<file path="src/rtl/mj_spare_pkg.sv">
// Shared definitions for the ECO spare-logic bank: mode encodings and default sizing.
package mj_spare_pkg;

    localparam logic [1:0] SPARE_REG  = 2'b00;
    localparam logic [1:0] SPARE_SYNC = 2'b01;
    localparam logic [1:0] SPARE_CNT  = 2'b10;
    localparam logic [1:0] SPARE_XACC = 2'b11;

    localparam int SPARE_NUM_CH_DEF      = 4;
    localparam int SPARE_WIDTH_DEF       = 8;
    localparam int SPARE_SYNC_STAGES_DEF = 2;

endpackage

</file>
<file path="src/rtl/mj_spare_ch.sv">
// One spare channel: state register, synchroniser chain, terminal-count flop and output mux.
module mj_spare_ch
    import mj_spare_pkg::*;
#(
    parameter int WIDTH       = SPARE_WIDTH_DEF,
    parameter int SYNC_STAGES = SPARE_SYNC_STAGES_DEF
) (
    input  logic             clk,
    input  logic             reset_l,
    input  logic [WIDTH-1:0] d,
    input  logic             en,
    input  logic             clr,
    input  logic [1:0]       mode,
    output logic [WIDTH-1:0] q,
    output logic             tc
);

    logic [WIDTH-1:0]                  st;
    logic [SYNC_STAGES-1:0][WIDTH-1:0] sync;

    always_ff @(posedge clk or negedge reset_l) begin
        if (!reset_l) begin
            st   <= '0;
            sync <= '0;
            tc   <= 1'b0;
        end else if (clr) begin
            st   <= '0;
            sync <= '0;
            tc   <= 1'b0;
        end else begin
            tc <= 1'b0;
            case (mode)
                SPARE_REG: begin
                    if (en) st <= d;
                end
                SPARE_SYNC: begin
                    // Free-running shift; enable deliberately has no effect here.
                    sync[0] <= d;
                    for (int i = 1; i < SYNC_STAGES; i++) sync[i] <= sync[i-1];
                end
                SPARE_CNT: begin
                    if (en) begin
                        st <= st + WIDTH'(1);
                        tc <= &st;
                    end
                end
                default: begin
                    if (en) st <= st ^ d;
                end
            endcase
        end
    end

    assign q = (mode == SPARE_SYNC) ? sync[SYNC_STAGES-1] : st;

endmodule

</file>
<file path="src/rtl/mj_spare_bank.sv">
// Bank of NUM_CH independent ECO spare channels; this level only slices the flat buses.
module mj_spare_bank
    import mj_spare_pkg::*;
#(
    parameter int NUM_CH      = SPARE_NUM_CH_DEF,
    parameter int WIDTH       = SPARE_WIDTH_DEF,
    parameter int SYNC_STAGES = SPARE_SYNC_STAGES_DEF
) (
    input  logic                    clk,
    input  logic                    reset_l,
    input  logic [NUM_CH*WIDTH-1:0] spare_in,
    input  logic [NUM_CH-1:0]       spare_en,
    input  logic [NUM_CH-1:0]       spare_clr,
    input  logic [NUM_CH*2-1:0]     spare_mode,
    output logic [NUM_CH*WIDTH-1:0] spare_out,
    output logic [NUM_CH-1:0]       spare_tc
);

    for (genvar k = 0; k < NUM_CH; k++) begin : g_ch
        mj_spare_ch #(
            .WIDTH       (WIDTH),
            .SYNC_STAGES (SYNC_STAGES)
        ) u_ch (
            .clk     (clk),
            .reset_l (reset_l),
            .d       (spare_in[k*WIDTH +: WIDTH]),
            .en      (spare_en[k]),
            .clr     (spare_clr[k]),
            .mode    (spare_mode[k*2 +: 2]),
            .q       (spare_out[k*WIDTH +: WIDTH]),
            .tc      (spare_tc[k])
        );
    end

endmodule

</file>
<file path="config.mk">
export PLATFORM = sky130hd
export DESIGN_NAME = mj_spare_bank
export DESIGN_NICKNAME = d
export VERILOG_FILES = /design/src/rtl/mj_spare_pkg.sv /design/src/rtl/mj_spare_ch.sv /design/src/rtl/mj_spare_bank.sv
export SDC_FILE = /design/constraint.sdc
export NUM_CORES = 1
export LEC_CHECK = 0
export BUFFER_PORTS_ARGS = -buffer_cell sky130_fd_sc_hd__buf_2
export CAP_MARGIN = 20
export CORE_MARGIN = 10
export CORE_UTILIZATION = 52
export DETAILED_ROUTE_END_ITERATION = 7
export HOLD_SLACK_MARGIN = 0.06
export PLACE_DENSITY = 0.82
export SLEW_MARGIN = 10
export SYNTH_ARGS = -nofsm -noshare
export SYNTH_HDL_FRONTEND = slang
export SYNTH_SLANG_ARGS = --single-unit
</file>
<file path="constraint.sdc">
create_clock -name clk -period 2.4 [get_ports clk]
set_input_delay 0.48 -clock clk [delete_from_list [all_inputs] [get_ports clk]]
set_output_delay 0.48 -clock clk [all_outputs]
set_load 0.01 [all_outputs]
</file>
# Yosys cells after proc, flatten, opt, wreduce, memory -nomap -nowiden

Index checks and enable logic that the tools add are counted.

ROM bits: 0
Memories kept: 0
Bits in writable memories: 0
Output and inout port bits: 36
Bits in latches: 0
Input bits: 50
Register bits: 100
Logic and storage cells: 100

Reductions and logical operators: 20
Equality and inequality tests: 12
$lt $le $gt $ge: 0
Shift operators: 0
Divide/modulo/power cells: 0
$add $sub $neg: 4
Mux-type cells: 44
Bitwise operators: 4
Multipliers: 0

Operators with widths:

| cell                                          | count |
|---|---|
| two-way mux 8 bit                             | 20 |
| two-way mux 16 bit                            | 8 |
| case mux 8 bit (3 select lines)               | 4 |
| adder 8 x 1 -> 8 bit, second input constant   | 4 |
| AND reduction 8 bit                           | 4 |
| XOR 8 bit                                     | 4 |
| nonzero test 2 bit                            | 8 |
| two-way mux 1 bit                             | 12 |
| == test 2 x 1 -> 1 bit, second input constant | 4 |
| == test 2 bit, second input constant          | 4 |
| logical NOT 2 bit                             | 4 |
| inequality test 2 bit, second input constant  | 4 |
| AND reduction 2 bit                           | 4 |

# Longest topological paths before layout

Word-level depth: 4
Gate-level depth with buffers: 6

# Cells and area by module

From an unflattened synthesis, not the netlist that was laid out.

Cells, all modules: 816
Area total of the unflattened synthesis: 6356.1 µm²

By module, submodules not included:

| module                          | cells each | instances | area an instance (µm²) |
|---|---|---|---|
| mj_spare_ch at g_ch[1].u_ch ... | 205        | 3         | 1586.5 |
| mj_spare_ch at g_ch[0].u_ch     | 201        | 1         | 1596.5 |

# Least setup slack after synthesis

No wires, ideal clock.

Kind: input -> output
From: input port spare_mode[6]
To: output port spare_out[25]
Path slack: 0.568 ns
Stages on the path: 5
Arrival: 1.352 ns
Data required time: 1.920 ns
Buffers on the path: 3
Path through: buf_2 -> nor2b_1 -> buf_2 -> buf_2 -> o21ai_0

Word-level cells in the longest chain between the ends: 2

Ends and longest elaborated chain:

| item                   | line                | text |
|---|---|---|
| start: declaration     | mj_spare_bank.sv:14 | `input logic [NUM_CH*2-1:0] spare_mode,` |
| == test 2 x 1 -> 1 bit | mj_spare_ch.sv:54   | `assign q = (mode == SPARE_SYNC) ? sync[SYNC_STAGES-1] : st;` |
| two-way mux 8 bit      | mj_spare_ch.sv:54   |  |
| end: declaration       | mj_spare_bank.sv:15 | `output logic [NUM_CH*WIDTH-1:0] spare_out,` |

No other way between the ends.

# Worst setup path in the final report

From: input port spare_mode[4]
To: output port spare_out[18]

Same word-level chain as after synthesis.

==> out/results.ini <==
[timing]
slew_headroom_pct=56.2
timing.fmax_mhz=487
rsz0062_at_grt=false
finalCritPeriodShare_pct=85.6
skew_ps=7.55
setup_viol=0
worst_pin_slew_ps=657
fin_crit_ps=2050
hold_violations=0
slew_viol_final=0
fin_setup_tns_ps=0

[clock_tree]
cts_made_buffers=9
clk_pin_slew_ps=60
cts_tree=built
htree_levels=3
postCtsSetupRepairBufs=0
clk_latency_ps=340
clockRootBuffer=clkbuf_16
cts_buffer_depth=2
cts.sinks=100

[setup_path]
cp_data_required_time_ps=1920
endpoint_kind=output pin
critPathMaxFanout=23
crit_arrival_ps=1570
critPathMaxStageDelay_ps=250
critPathKind=in -> out
start_kind=input port
crit_path_top_delay_cell=buf_2
crit_top_cell=buf_2
worstPathCellList=buf_2 > inv_1 > nor2_2 > buf_12 > nand2_1 > o21ai_0 > buf_2

[route]
routedWlPerCell_um=15.2
drt-total-wl_um=14700
drt_iter0_drc=481
ant_nets=0
remaining_drc_errors=0
drtPass1Iterations=4
via_per_inst=5.74
route.vias.total=5552

[synth]
yosys-top-cells-area=dfrtp_1 (42%), nand2_1 (15%), a21oi_1 (7.5%)
synth.top_cell.area_share_pct=42.0
yosysWarnings=0
synth_cell_types=59
synth.yosys.seq_area_share_pct=42.0
synth.largest_area_cell=dfrtp_1
avgSynthCellArea_um2=7.85
syn_nets=813
synth_area_mm2=0.00596
syn_inst=759
yosysMostFrequentCell=nand2_1
synth_edf_count=0
ys_ff_latch=100
synth_ff_type=dfrtp_1
synthTopCellsByCount=nand2_1 (246), dfrtp_1 (100), a21oi_1 (89), nand2b_1 (34), o21ai_0 (30)
synth_async_sr_flop_share_pct=100

[floorplan]
io_pins=86
die_h_um=127
start_util_pct=52.6
dieArea_mm2=0.0161
die_width_um=127
coreArea_mm2=0.0113
rows=39

[grt]
grt_pass1_vias=5259
overflow=0
grt_pass1_wl_um=24700
grt_max_degree=57
track_usage_pct=17.9
antenna_found_initial=0

[pwr]
vdd_ir_drop_max_v=0.000345
p_leak_uw=0.00306
power_density_mw_per_mm2=571

[layout]
final_nets=877
antennaDiodeCount=0
drive_gt1_share_pct=15.4
fin_util_pct=59.5
synthToLayoutAreaGrowth_pct=13.1
fill_cells=1044

[placement]
portBuffers=85
place_congestion=0.887
dp.final_hpwl_um=10400

[worst_hold_path]
hp-class=in -> reg

[run_status]
status=complete, no violations

[job]
max_cap_viol_count=0

==> worst max-delay path: cells and delay by family <==
kind / cells / cell delay, ps
AOI/OAI and AO/OA: 1 / 60
and+or+nand+nor: 2 / 300
buffers and inverters: 4 / 720
==> placed cells by master, fill, tap and decap left out, drive strengths merged, types with 3 or more instances in the layout <==
cell,n
a2111oi,3
a211oi,7
a21bo,4
a21boi,4
a21o,5
a21oi,92
a221o,6
a22o,3
and3,5
buf,104
clkbuf,13
dfrtp,100
ha,4
inv,16
mux2i,6
nand2,246
nand2b,34
nand3,18
nand4,7
nor2,21
nor2b,11
nor3,10
nor4,5
o211ai,6
o21a,3
o21ai,31
o22ai,8
o2bb2ai,3
o31ai,6
o32ai,4
xnor2,8
xor2,7
==> flip-flops by register name, indices dropped and copies added, names as in the netlist <==
register	cells
g_ch.u_ch.tc	4
g_ch.u_ch.sync	64
g_ch.u_ch.st	32
==> power breakdown <==
group / switching, uW / leakage (uW) / internal, uW
sequential: 114 / 0.00136 / 1770
clock: 592 / 0.000116 / 688
combinational: 410 / 0.00158 / 277
==> area by class of cell <==
type,count,area (um^2),share of cell area (%)
tap,143,179,2.66
multi-input combinational,591,3140,46.6
timing repair buffer,105,618,9.17
inverter,16,60.1,0.891
sequential,100,2500,37.1
clock buffer,13,240,3.56
==> what timing repair did <==
action                    4_1_cts  5_1_grt
gates resized for setup         0        0
hold buffers                    1        0
hold endpoints to repair       15        0
==> cell families (layout without fill, tap and decap cells) <==
logic type	after synthesis	in the layout	synth area share [%]
compound gates	198	198	21.3
xor+xnor	15	15	2.20
fa+ha+maj	4	4	0.840
buf+inv	68	134	5.33
flops	100	100	42.0
mux	6	6	1.01
simple gates	368	368	27.3
==> per-layer routing <==
metal | global-route usage (%) | part of all wire [%] | vias up
met4 | 6.43 | 1.6 | 0
met2 | 28.7 | 47 | 214
li1 | - | - | 2721
met5 | 0 | 0 | -
met1 | 23.2 | 45 | 2596
met3 | 4.01 | 6.9 | 21
==> metrics by stage <==
step / total power (uW) / cell area (um^2) / instances / setup WS, ps / hold slack, ps
after global placement: 2580 / 6490 / 954 / 361 / 361
after detailed placement: 2600 / 6490 / 954 / 356 / 363
after global routing: 4020 / 6740 / 968 / 212 / 396
after floorplan: 2320 / 5960 / 759 / 568 / 184
after CTS: 3890 / 6740 / 968 / 347 / 375
final: 3850 / 6740 / 968 / 346 / 393
==> worst paths after layout <==
| check | startpoint | cells after the start | slack [ps] | to |
|---|---|---|---|---|
| setup reg to reg | g_ch[1].u_ch.st[0] | 5 | 710 | g_ch[1].u_ch.st[6] |
| max in group asynchronous | reset_l | 3 | 1190 | g_ch[0].u_ch.sync[3] |
| hold / removal | spare_in[6] | 3 | 390 | g_ch[0].u_ch.sync[6] |
| hold reg to reg | g_ch[1].u_ch.sync[2] | 2 | 520 | g_ch[1].u_ch.sync[10] |
| setup / recovery | spare_mode[4] | 7 | 350 | spare_out[18] |
| min in group asynchronous | reset_l | 2 | 540 | g_ch[3].u_ch.tc |
No activity file was read; power rests on OpenSTA's default activity.
